[config.mk]
export PLATFORM = sky130hd
export DESIGN_NAME = mix_columns_seq
export DESIGN_NICKNAME = d
export VERILOG_FILES = /design/src/rtl/mix_columns_seq.sv
export SDC_FILE = /design/constraint.sdc
export NUM_CORES = 1
export LEC_CHECK = 0
export ABC_AREA = 1
export BUFFER_PORTS_ARGS = -buffer_cell sky130_fd_sc_hd__buf_4
export CORE_AREA = 10 10 175 177
export DETAILED_ROUTE_END_ITERATION = 16
export DIE_AREA = 0 0 185 187
export HOLD_SLACK_MARGIN = 0.05
export PLACE_DENSITY_LB_ADDON = 0.12
export SYNTH_ARGS = -nofsm -noshare
export SYNTH_HDL_FRONTEND = slang
export SYNTH_SLANG_ARGS = --single-unit
[constraint.sdc]
create_clock -name clk -period 1.9 [get_ports clk]
set_clock_uncertainty 0.2 [all_clocks]
set_input_delay 0.38 -clock clk [delete_from_list [all_inputs] [get_ports clk]]
set_output_delay 0.38 -clock clk [all_outputs]
set_load 0.02 [all_outputs]
[src/rtl/mix_columns_seq.sv]
// Iterative AES (Inv)MixColumns, COLS_PER_CYCLE columns per clock; INV_MIX_EN adds the inverse matrix.
// Latency: 4/COLS_PER_CYCLE cycles from acceptance to outValid; lastRound bypass has identical timing.
// Backpressure: result is held in DONE until outReady; inReady is low from acceptance until transfer.
module mix_columns_seq #(
   parameter int COLS_PER_CYCLE = 1
) (
   input  logic         clk,
   input  logic         rst,
   input  logic [127:0] shifted,
   input  logic         inValid,
   output logic         inReady,
   input  logic         lastRound,
   input  logic         inverse,
   output logic [127:0] mixed,
   output logic         outValid,
   input  logic         outReady
);

   localparam int NCYC = 4 / COLS_PER_CYCLE;
   localparam logic [1:0] LASTCNT = 2'(NCYC - 1);

   typedef enum logic [1:0] {IDLE, BUSY, DONE} state_t;

   state_t           state, state_nxt;
   logic [1:0]       cnt;
   logic [3:0][31:0] st_q, mix_q, mix_nxt;
   logic             lr_q;
   logic             accept;

   function automatic logic [7:0] xt(input logic [7:0] b);
      return {b[6:0], 1'b0} ^ (b[7] ? 8'h1B : 8'h00);
   endfunction

   function automatic logic [31:0] mix_fwd(input logic [31:0] c);
      logic [7:0] a0, a1, a2, a3;
      {a0, a1, a2, a3} = c;
      return {xt(a0) ^ xt(a1) ^ a1 ^ a2 ^ a3,
              a0 ^ xt(a1) ^ xt(a2) ^ a2 ^ a3,
              a0 ^ a1 ^ xt(a2) ^ xt(a3) ^ a3,
              xt(a0) ^ a0 ^ a1 ^ a2 ^ xt(a3)};
   endfunction

   // Packed word 3 holds column 0 (MSB end), so column c lives at word 3-c.
   function automatic logic [1:0] word_idx(input logic [1:0] cn, input int k);
      return 2'(3 - (int'(cn) * COLS_PER_CYCLE + k));
   endfunction

`ifdef INV_MIX_EN
   logic inv_q;

   // 9, B, D, E multiples from the x2/x4/x8 chain.
   function automatic logic [31:0] mul_row(input logic [7:0] b);
      logic [7:0] x2, x4, x8;
      x2 = xt(b);
      x4 = xt(x2);
      x8 = xt(x4);
      return {x8 ^ x4 ^ x2, x8 ^ x2 ^ b, x8 ^ x4 ^ b, x8 ^ b};
   endfunction

   function automatic logic [31:0] mix_inv(input logic [31:0] c);
      logic [7:0] e0, b0, d0, n0, e1, b1, d1, n1, e2, b2, d2, n2, e3, b3, d3, n3;
      {e0, b0, d0, n0} = mul_row(c[31:24]);
      {e1, b1, d1, n1} = mul_row(c[23:16]);
      {e2, b2, d2, n2} = mul_row(c[15:8]);
      {e3, b3, d3, n3} = mul_row(c[7:0]);
      return {e0 ^ b1 ^ d2 ^ n3,
              n0 ^ e1 ^ b2 ^ d3,
              d0 ^ n1 ^ e2 ^ b3,
              b0 ^ d1 ^ n2 ^ e3};
   endfunction
`else
   logic unused_inverse;
   assign unused_inverse = inverse;
`endif

   always_ff @(posedge clk) begin
      if (rst) state <= IDLE;
      else     state <= state_nxt;
   end

   always_comb begin
      state_nxt = state;
      inReady   = 1'b0;
      outValid  = 1'b0;
      accept    = 1'b0;
      case (state)
         IDLE: begin
            inReady = 1'b1;
            if (inValid) begin
               accept    = 1'b1;
               state_nxt = BUSY;
            end
         end
         BUSY: if (cnt == LASTCNT) state_nxt = DONE;
         DONE: begin
            outValid = 1'b1;
            if (outReady) state_nxt = IDLE;
         end
         default: state_nxt = IDLE;
      endcase
   end

   always_comb begin
      mix_nxt = mix_q;
      for (int k = 0; k < COLS_PER_CYCLE; k++) begin
`ifdef INV_MIX_EN
         mix_nxt[word_idx(cnt, k)] = lr_q  ? st_q[word_idx(cnt, k)] :
                                     inv_q ? mix_inv(st_q[word_idx(cnt, k)]) :
                                             mix_fwd(st_q[word_idx(cnt, k)]);
`else
         mix_nxt[word_idx(cnt, k)] = lr_q ? st_q[word_idx(cnt, k)] :
                                            mix_fwd(st_q[word_idx(cnt, k)]);
`endif
      end
   end

   always_ff @(posedge clk) begin
      if (rst) begin
         st_q  <= '0;
         mix_q <= '0;
         cnt   <= '0;
         lr_q  <= 1'b0;
`ifdef INV_MIX_EN
         inv_q <= 1'b0;
`endif
      end else begin
         if (accept) begin
            st_q <= shifted;
            lr_q <= lastRound;
            cnt  <= '0;
`ifdef INV_MIX_EN
            inv_q <= inverse;
`endif
         end
         if (state == BUSY) begin
            mix_q <= mix_nxt;
            cnt   <= cnt + 2'd1;
         end
      end
   end

   assign mixed = mix_q;

endmodule

==> impl_results.md, run 1 <==
* Run status: complete, but fails checks
* Violated checks: setup timing
* H-tree depth at 1
* Antenna-violating nets left at 0
* Crit path DAT at 2.39 ns
* Global-route wire length before repair at between 70000 and 80000 um
* # placed instances at 2714
* Vias per cell at approximately 5.3
* CTS tree: yes
* Post-synth top flop: dfxtp_1
* Setup crit end kind: flip-flop
* Die W at between 150 and 200 um
* Die area at between 0.03 and 0.04 mm2
* Row cnt at slightly above 60
* Hold crit path type: flip-flop to flip-flop
* Max-slew violations at 0
* Vias in the first global route at between 10k and 15k
* Total grt overflow at 0
* RSZ-0062 raised after global routing: yes
* Post-DP HPWL at between 30000 and 40000 um
* Port buffer count at between 200 and 300
* Slew HR at 67.2%
* Cts bufs inserted at 28
* Setup Viol. Count Final at 128
* Ys async rst share at 0%
* Initial drt markers at between 1k and 1.5k
* Synth unique cells at 29
* Worst vdd rail ir drop at about 0.90 mV
* Clock buffer depth at 3
* Reg-to-Reg End: mixed[17]
* Peak Freq at roughly 0.47 GHz
* Worst reg2reg path startpoint: cnt[0]
* Synthesized Nets at ~2.2k
* Core Region at ~0.027 mm2
* Max Cap Viol at 0
* Mapped Area at between 0.01 and 0.015 mm2
* Cell Area, Placed at about 0.017 mm2
* Leakage at between 10 and 15 nW
* Post-route minimum period at between 2 and 2.5 ns
* Pwr Total at 18.0 mW
* Design area at 0.0202 mm2
* Initial Utilization at approximately half
* Drt drc at 0
* Data required time at the worst endpoint at ~2.2 ns
* CTS Root Cell: clkbuf_16
* Slowest cell on the critical path: dfxtp_4
* Die Y-Extent at 187 um
* Clk Latency, worst-skew pair at roughly 0.56 ns
* Reg clk slew, reported paths at approximately 0.06 ns
* CP max stage delay at approximately 0.44 ns
* Vias at approximately 15k
* FF/Latch Area at between 0.005 and 0.006 mm2
* EDFF count, synth at 0
* Ports at about 260
* Most frequent cells in the layout: nand2_1, buf_4, dfxtp_1
* CP Launch Type: flip-flop
* Clk sinks at ~260
* Reg2Reg Depth at 14
* Worst R2R Setup Slack at -0.25 ns
* Layout area overhead at 51.9%
* Cells after Synth at 2076
* Largest net degree at the start of global routing at 72
* Routability cong. at roughly 0.94
* Critical-path cell list: inv_8 -> buf_4 -> nand2_2 -> nand3_4 -> nand2_2 -> nand2_1 -> nand2_2 -> nand2_1 -> nand2_1 -> nand3_2 -> nand3_4 -> nand3_1 -> nand2_1 -> inv_1
* Worst-margin pin slew at just under 0.5 ns
* Total global-route track usage at between 20% and 30%
* WS Path Type: flip-flop to flip-flop
* Yosys warning total at 0
* Multi-input logic area at 0.00791 mm2
* Commonest non-fill, non-tap cell in the layout: nand2_1
* Initial antenna violation count at 0
* Crit path top cell by count: nand2_1
* Period utilization at 113%
* Setup ws final at -0.249 ns
* Hold Crit Start: st_q[52]
* Cell Count, Final, Fillers Out at around 2.9k
* # nets final at 2692
* Sequential element share of the synthesized area at 39.3%
* Hold Fails Final Rpt at 0
* Crit-path max FO at 13
* Hold path cells at 2
* Syn Area/Cell at between 6 and 7 um2
* First-pass detailed-route iteration total at 6
* Routed WL at 49700 um
* Finished Core Util at between 70% and 80%
* Fill cell count at between 2k and 2.5k
* Antenna diode count at 0
* P per Cell Area at 892 mW/mm2
* Hold endpoint: st_q[52]
* Proportion of layout cells with a drive suffix above 1 at 27.8%
* Synth Register Bits at about 260
* Wire per inst at roughly 17 um
## layer usage
layer / share of wire (%) / up-vias / GRT usage, %
li1: - / 7595 / -
met1: 41 / 7176 / 33.1
met2: 49 / 560 / 47.7
met3: 6.9 / 96 / 4.51
met4: 3.1 / 0 / 7.94
met5: 0 / - / 0
## flip-flops by register name, summed over array words and instances (netlist names)
signal	cells
state	2
lr_q	1
cnt	2
st_q	128
mixed	128
## cells in the mapped netlist, types with 2 or more instances
library cell    n  area share [%]
buf_1          10            0.28
a21oi_1        51             1.9
inv_1         135             3.8
ha_1            4            0.38
clkinv_1        3           0.085
clkbuf_1       76             2.1
o21a_1         97             5.5
dfxtp_1       261              39
nand3_1       245             9.2
nor2_1        230             6.5
inv_2           8            0.23
buf_6           6            0.51
nand2_1       714              20
o21ai_0       161             6.1
inv_4           2           0.094
xnor2_1         4            0.26
nand3_2        14             1.1
buf_4           6            0.34
buf_2          19            0.71
nand2_2        21            0.99
## worst max path at each step
| stage | endpoint | startpoint | slack, ns |
|---|---|---|---|
| 2_1_floorplan | mixed[17] | cnt[0] | -0.003 |
| 5_1_grt | mixed[108] | cnt[0] | -0.37 |
| 6_report | mixed[17] | cnt[0] | -0.25 |
| 3_3_place_gp | mixed[95] | cnt[0] | -0.32 |
| 3_5_place_dp | mixed[92] | cnt[0] | -0.39 |
| 4_1_cts | mixed[17] | cnt[0] | -0.20 |
## worst max-delay path: cells and delay by family (launching register included)
family | cells | cell delay [ns]
DFF | 1 | 0.44
buffers and inverters | 3 | 0.28
and+or+nand+nor | 11 | 1.09
## power breakdown
part / internal (mW) / total [mW] / switching, mW / leakage (nW)
Sequential: 5.85 / 6.09 / 0.240 / 2.14
Combinational: 2.34 / 5.80 / 3.47 / 7.49
Clock: 3.86 / 6.16 / 2.30 / 0.516
Total: 12.0 / 18.0 / 6.00 / 10.2
## through the flow
| step | TNS (ns) | setup slack (ns) | hold slack, ns |
|---|---|---|---|
| after detailed placement | -33.27 | -0.385 | 0.260 |
| after CTS | -17.90 | -0.198 | 0.269 |
| after global placement | -29.35 | -0.323 | 0.256 |
| final | -22.65 | -0.249 | 0.276 |
| after global routing | -37.41 | -0.369 | 0.292 |
| after floorplan | -0.00346 | -0.00346 | 0.244 |
## final cells by class
class | count | area share (%)
inverter | 148 | 2.83
clock buffer | 39 | 4.12
clock inverter | 12 | 1.07
tap | 346 | 2.14
sequential | 261 | 25.9
timing repair buffer | 562 | 24.9
multi-input combinational | 1553 | 39.1
## cells by family (layout without fill, tap and decap cells)
family,Yosys count,count (layout),synth area share (%)
compound gates,312,312,13.6
xor+xnor,5,5,0.329
fa+ha+maj,4,4,0.376
buf+inv,266,761,8.35
flops,261,261,39.3
simple gates,1228,1232,38.1
## timing repair
action / CTS / global route
gates resized for setup: 167 / 85
hold buffers: 132 / 0
pin swaps: 27 / 18
hold endpoints to repair: 133 / 0
cloned: 6 / 3
buffers inserted: 14 / 1
endpoints found under the setup margin: 128 / 129
Note: power is estimated with default switching activity, not from simulation.
==> run 2, diff against run 1 <==
--- a/config.mk
+++ b/config.mk
@@ -7,11 +7,13 @@
 export LEC_CHECK = 0
 export ABC_AREA = 1
 export BUFFER_PORTS_ARGS = -buffer_cell sky130_fd_sc_hd__buf_4
-export CORE_AREA = 10 10 175 177
+export CORE_AREA = 2 2 167 169
 export DETAILED_ROUTE_END_ITERATION = 16
-export DIE_AREA = 0 0 185 187
+export DIE_AREA = 0 0 169 171
+export GPL_TIMING_DRIVEN = 0
 export HOLD_SLACK_MARGIN = 0.05
 export PLACE_DENSITY_LB_ADDON = 0.12
 export SYNTH_ARGS = -nofsm -noshare
 export SYNTH_HDL_FRONTEND = slang
 export SYNTH_SLANG_ARGS = --single-unit
+export TNS_END_PERCENT = 1
==> impl_results.md, run 2 (same netlist as run 1, synthesis figures left out) <==
* Run status: complete, but fails checks
* Violated checks: setup timing
* Slew HR at 35.5% (-32 points)
* Slowest cell on the critical path: dfxtp_4
* CTS Root Cell: clkbuf_16
* Reg2Reg Depth at 13 (-1)
* Largest net degree at the start of global routing at 14 (-81%)
* Die area at 0.0289 mm2 (-16%)
* Period utilization at 122% (+9.3 points)
* Antenna-violating nets left at 0 (unchanged)
* Leakage at 9.64 nW (-5.0%)
* Max Cap Viol at 0 (unchanged)
* Drt drc at 0 (unchanged)
* Hold path cells at 2 (unchanged)
* Hold Fails Final Rpt at 0 (unchanged)
* RSZ-0062 raised after global routing: yes
* Die Y-Extent at 171 um (-8.6%)
* Proportion of layout cells with a drive suffix above 1 at 23.6% (-4.2 points)
* P per Cell Area at 897 mW/mm2 (+0.55%)
* Worst-margin pin slew at 0.968 ns (+0.481 ns)
* Total global-route track usage at 35.0% (+7.8 points)
* CP Launch Type: flip-flop
* H-tree depth at 1 (unchanged)
* Vias at 15.6k (+1.4%)
* WS Path Type: flip-flop to flip-flop
* Cell Count, Final, Fillers Out at 2897 (-0.82%)
* Critical-path cell list: buf_8 -> buf_2 -> nand2_1 -> nand3_2 -> nand2_4 -> buf_4 -> xnor2_2 -> inv_1 -> nand2_1 -> nand3_4 -> nand3_1 -> nand2_1 -> inv_1
* Global-route wire length before repair at 79000 um (+2.7%)
* Initial drt markers at 1244 (-1.6%)
* Crit-path max FO at 10 (-3)
* Setup ws final at -0.426 ns (-0.178 ns)
* Clk Latency, worst-skew pair at 0.55 ns (about the same)
* Routed WL at 52300 um (+5.2%)
* Crit path top cell by count: nand2_1
* # placed instances at 2684 (-1.1%)
* Post-DP HPWL at 37300 um (+8.6%)
* Routability cong. at 0.954 (+1.5%)
* Peak Freq at 0.430 GHz (-7.6%)
* Pwr Total at 17.2 mW (-4.5%)
* Wire per inst at 18.0 um (+6.0%)
* Total grt overflow at 0 (unchanged)
* Die W at 169 um (-8.6%)
* Post-route minimum period at 2.33 ns (+0.178 ns)
* First-pass detailed-route iteration total at 6 (unchanged)
* Ports at 264 (unchanged)
* Worst vdd rail ir drop at 0.646 mV (-28%)
* Port buffer count at 262 (unchanged)
* Row cnt at 61 (unchanged)
* Vias in the first global route at 14.7k (+0.95%)
* Setup crit end kind: flip-flop
* Data required time at the worst endpoint at 2.19 ns (+0.04 ns)
* Cts bufs inserted at 28 (unchanged)
* Setup Viol. Count Final at 153 (+20%)
* Commonest non-fill, non-tap cell in the layout: nand2_1
* Clk sinks at 261 (unchanged)
* Vias per cell at 5.40 (+2.3%)
* Most frequent cells in the layout: nand2_1, buf_4, dfxtp_1
* CP max stage delay at 0.38 ns (-0.06 ns)
* Core Region at 0.0273 mm2 (unchanged)
* Clock buffer depth at 3 (unchanged)
* Layout area overhead at 44.2%
* Reg clk slew, reported paths at 0.07 ns (about the same)
* Max-slew violations at 0 (unchanged)
* CTS tree: yes
* Initial antenna violation count at 1 (+1)
* Hold crit path type: flip-flop to flip-flop
* Crit path DAT at 2.62 ns (+0.23 ns)
* # nets final at 2666 (-0.97%)
* Initial Utilization at 48.7% (unchanged)
* Fill cell count at 2316 (+7.5%)
[run 2: cell types whose count changed in the layout (fill, tap and decap cells not counted), moves of 12 or more]
| cell | previous run | this run |
|---|---|---|
| nand2_2 | 100 | 76 |
| clkbuf_1 | 3 | 48 |
| buf_12 | 24 | 6 |
| nand2_1 | 606 | 627 |
| buf_2 | 0 | 13 |
| nand3_1 | 187 | 203 |
| buf_4 | 380 | 294 |
| clkbuf_2 | 0 | 24 |
| buf_6 | 19 | 7 |
[run 2: stage by stage]
stage | util [%] | hold slack [ns] | setup WS (ns) | cell area, um2 | setup TNS [ns]
after floorplan | - | 0.244 | -0.0122 | 13300 | -0.137
after global routing | 70.3 | 0.302 | -0.511 | 19200 | -61.47
after detailed placement | 57.5 | 0.264 | -0.744 | 15700 | -132.46
final | 70.3 | 0.276 | -0.426 | 19200 | -44.02
after global placement | 57.5 | 0.257 | -0.707 | 15700 | -130.99
after CTS | 68.5 | 0.274 | -0.360 | 18700 | -55.90
[run 2: layout make-up]
cell class              instances  area, um2  share of cell area (%)
plain buffers                 118        743                    3.87
diodes                          1       2.50                  0.0130
clock buffers                  39        853                    4.44
well taps                     346        433                    2.25
flip-flops and latches        261       5230                    27.2
clock inverters                13        120                   0.626
inverters                     148        581                    3.02
repair buffers                422       3570                    18.6
multi-input cells            1549       7670                    40.0
[run 2: power by group]
group          switching (mW)  internal (mW)
Sequential              0.259           5.85
Clock                    2.32           3.39
Combinational            3.42           1.99
[run 2: path summary, 6_finish.rpt]
kind,slack [ns],from,endpoint
worst max-delay path,-0.43,cnt[0],mixed[61]
worst min-delay path,0.28,st_q[55],st_q[55]
worst max register to register,-0.43,cnt[0],mixed[61]
worst min register to register,0.28,st_q[55],st_q[55]
[run 2: worst max-delay path, delay by kind of cell, from the launching register on]
kind	cells	cell delay, ns
and+or+nand+nor	7	0.73
DFF	1	0.38
xor gates and xnor gates	1	0.20
buffers and inverters	5	0.74
[run 2: what timing repair did]
| action | 4_1_cts | 5_1_grt |
|---|---|---|
| setup endpoints to repair | 261 | 261 |
| hold endpoints to repair | 133 | 0 |
| setup buffers | 16 | 10 |
| hold buffers | 131 | 0 |
| pin swaps | 22 | 32 |
| gates resized for setup | 172 | 126 |
| cloned | 1 | 2 |
[run 2: routing by layer]
| metal | up-vias | wire length, um | GRT usage [%] | part of all wire (%) |
|---|---|---|---|---|
| li1 | 7539 | - | - | - |
| met1 | 7240 | 20700 | 42.3 | 40 |
| met2 | 715 | 25200 | 61.1 | 48 |
| met3 | 151 | 3550 | 4.05 | 6.8 |
| met4 | 0 | 2820 | 18.7 | 5.4 |
| met5 | - | 0 | 0 | 0 |
==> run 3, diff against run 2 <==
==> config.mk (replaced) <==
export PLATFORM = sky130hd
export DESIGN_NAME = mix_columns_seq
export DESIGN_NICKNAME = d
export VERILOG_FILES = /design/src/rtl/mix_columns_seq.sv
export SDC_FILE = /design/constraint.sdc
export NUM_CORES = 1
export LEC_CHECK = 0
export BUFFER_PORTS_ARGS = -buffer_cell sky130_fd_sc_hd__buf_4
export CORE_AREA = 2 2 157 159
export DETAILED_ROUTE_END_ITERATION = 16
export DIE_AREA = 0 0 159 161
export GPL_TIMING_DRIVEN = 0
export HOLD_SLACK_MARGIN = 0.05
export PLACE_DENSITY_LB_ADDON = 0.25
export SETUP_SLACK_MARGIN = 0.1
export SYNTH_ARGS = -nofsm -noshare
export SYNTH_HDL_FRONTEND = slang
export SYNTH_SLANG_ARGS = --single-unit
export TNS_END_PERCENT = 1
==> impl_results.md, run 3 <==
* Run status: complete, but fails checks
* Violated checks: setup timing
* Ys async rst share at 0% (unchanged)
* Crit-path max FO at 7 (-3)
* Largest net degree at the start of global routing at 15 (+1)
* Top-area cell type share of the netlist area at 45.3% (+6.1 points)
* Die area at 0.0256 mm2 (-11%)
* Cts bufs inserted at 27 (-3.6%)
* Synth Register Bits at 261 (unchanged)
* H-tree depth at 1 (unchanged)
* Slew HR at 46.8% (+11 points)
* Setup Viol. Count Final at 128 (-16%)
* Reg-to-Reg End: mixed[47]
* Worst-margin pin slew at 0.799 ns (-0.169 ns)
* Worst reg2reg path startpoint: cnt[0]
* CTS Root Cell: clkbuf_16
* WS Path Type: flip-flop to flip-flop
* # placed instances at 1830 (-32%)
* Proportion of layout cells with a drive suffix above 1 at 30.0% (+6.4 points)
* Setup_tns at -110.40 ns (-66.38 ns)
* Syn Area/Cell at 9.26 um2 (+44%)
* CTS tree: yes
* Fill cell count at 1753 (-24%)
* # nets final at 1838 (-31%)
* Sequential element share of the synthesized area at 45.3% (+6.1 points)
* Core Region at 0.0240 mm2 (-12%)
* Initial antenna violation count at 0 (-1)
* Clk Latency, worst-skew pair at 0.54 ns (about the same)
* Global-route wire length before repair at 67300 um (-15%)
* Peak Freq at 0.346 GHz (-19%)
* Max-slew violations at 0 (unchanged)
* Initial drt markers at 1680 (+35%)
* Clk sinks at 261 (unchanged)
* Setup crit start: cnt[0]
* Total global-route track usage at 33.5% (-1.4 points)
* Setup ws final at -0.987 ns (-0.561 ns)
* Pwr Total at 15.4 mW (-10%)
* Data required time at the worst endpoint at 2.10 ns (-0.09 ns)
* Worst R2R Setup Slack at -0.99 ns (-0.56 ns)
* Cells after Synth at 1245 (-40%)
* Routability cong. at 0.883 (-7.4%)
* Yosys top cell by area: dfxtp_1
* Routed WL at 44800 um (-14%)
* CP Launch Type: flip-flop
* Die Y-Extent at 161 um (-5.8%)
* Row cnt at 57 (-6.6%)
* Most frequent cells after synthesis: nand2_1, dfxtp_1, nor2_1
* Post-route minimum period at 2.89 ns (+0.561 ns)
* Hold crit path type: flip-flop to flip-flop
* Ports at 264 (unchanged)
* P per Cell Area at 893 mW/mm2 (-0.48%)
* Max Cap Viol at 0 (unchanged)
* Initial Utilization at 48.1% (-0.62 points)
* Antenna-violating nets left at 0 (unchanged)
* Vias per cell at 5.88 (+9.0%)
* Cell Count, Final, Fillers Out at 2044 (-29%)
* Synth unique cells at 35 (+21%)
* Crit path capture: mixed[47]
* Commonest non-fill, non-tap cell in the layout: buf_4
* Reg clk slew, reported paths at 0.06 ns (about the same)
* Mapped Area at 0.0115 mm2 (-13%)
* Vias at 12.0k (-23%)
* Leakage at 6.93 nW (-28%)
* Worst vdd rail ir drop at 0.525 mV (-19%)
* EDFF count, synth at 0 (unchanged)
* Die W at 159 um (-5.9%)
* First-pass detailed-route iteration total at 7 (+1)
* Clock buffer depth at 3 (unchanged)
* Synth area leaders: dfxtp_1, nand2_1, a222oi_1
* Crit path DAT at 3.09 ns (+0.47 ns)
* Antenna diode count at 0 (-1)
* Port buffer count at 261 (-0.38%)
* Most frequent cells in the layout: buf_4, nand2_1, dfxtp_1
* Yosys warning total at 0 (unchanged)
* Post-synth top flop: dfxtp_1
* Hold Fails Final Rpt at 0 (unchanged)
* Layout area overhead at 49.9%
* Total grt overflow at 0 (unchanged)
* Synthesized Nets at 1383 (-38%)
* Hold_ws at 0.253 ns (-0.0225 ns)
* Period utilization at 152% (+30 points)
* Wire per inst at 21.9 um (+22%)
* Setup crit end kind: flip-flop
* Reg2Reg Depth at 9 (-4)
* Drt drc at 0 (unchanged)
* Design area at 0.0173 mm2 (-10%)
* Most common cell in the netlist: nand2_1
* Cell Area, Placed at 0.0140 mm2 (-11%)
* Post-DP HPWL at 29600 um (-21%)
* Vias in the first global route at 12.0k (-19%)
* RSZ-0062 raised after global routing: yes
run 3: what timing repair did:
action / in CTS / in global routing
pin swaps: 64 / 26
gates resized for setup: 138 / 69
hold buffers: 131 / 0
endpoints found under the hold margin: 132 / 0
setup endpoints to repair: 261 / 253
buffers inserted: 31 / 1
cloned: 2 / 0
run 3: per-layer routing:
metal	routed length, um	vias to the layer above	GRT usage [%]
li1	-	5313	-
met1	16700	5754	41.4
met2	21700	812	58.2
met3	4470	148	6.16
met4	2020	0	13.8
met5	0	-	0
run 3: worst max-delay path, cell delays in order, from the launching register on:
cell and delay (ns):
dfxtp_4 0.36, buf_12 0.14, buf_12 0.14, buf_12 0.11, mux4_2 0.65, xor2_4 0.22, buf_4 0.16, xor3_2 0.41
a222oi_1 0.29, nor2_1 0.07
run 3: kinds of logic after synthesis:
family                   after synthesis  synth area share [%]
XOR/XNOR                              90                  10.1
buffers and inverters                120                  4.57
flip-flops                           261                  45.3
adder cells (fa/ha/maj)                4                 0.434
multiplexers                          33                  6.44
AND/OR/NAND/NOR                      472                  15.9
AO/OA/AOI/OAI                        265                  17.2
run 3: through the flow:
| stage | setup WS [ns] | utilization (%) |
|---|---|---|
| CTS | -0.933 | 71.4 |
| detailed placement | -1.34 | 58.3 |
| global placement | -1.29 | 58.3 |
| finish | -0.987 | 72.1 |
| floorplan | -0.724 | - |
| global route | -1.08 | 72.1 |
run 3: final cells by class:
class | count | area [um2] | area share [%]
clock inverters | 14 | 201 | 1.17
multi-input cells | 864 | 6380 | 36.9
well taps | 324 | 405 | 2.35
flip-flops and latches | 261 | 5240 | 30.3
repair buffers | 426 | 3600 | 20.8
clock buffers | 35 | 736 | 4.26
inverters | 3 | 11.3 | 0.0652
plain buffers | 117 | 709 | 4.11
run 3: power breakdown:
group          internal [mW]  switching, mW  total, mW
registers               5.75          0.176       5.92
logic                   1.76           2.08       3.84
clock network           3.41           2.27       5.67
run 3: worst min-delay path by stage:
| stage | cells past startpoint | slack, ns | startpoint | to |
|---|---|---|---|---|
| 2_1_floorplan | 2 | 0.23 | st_q[65] | st_q[65] |
| 3_3_place_gp | 2 | 0.24 | st_q[106] | st_q[106] |
| 3_5_place_dp | 2 | 0.24 | st_q[4] | st_q[4] |
| 4_1_cts | 2 | 0.25 | st_q[4] | st_q[4] |
| 5_1_grt | 2 | 0.27 | st_q[53] | st_q[53] |
| 6_report | 2 | 0.25 | st_q[54] | st_q[54] |
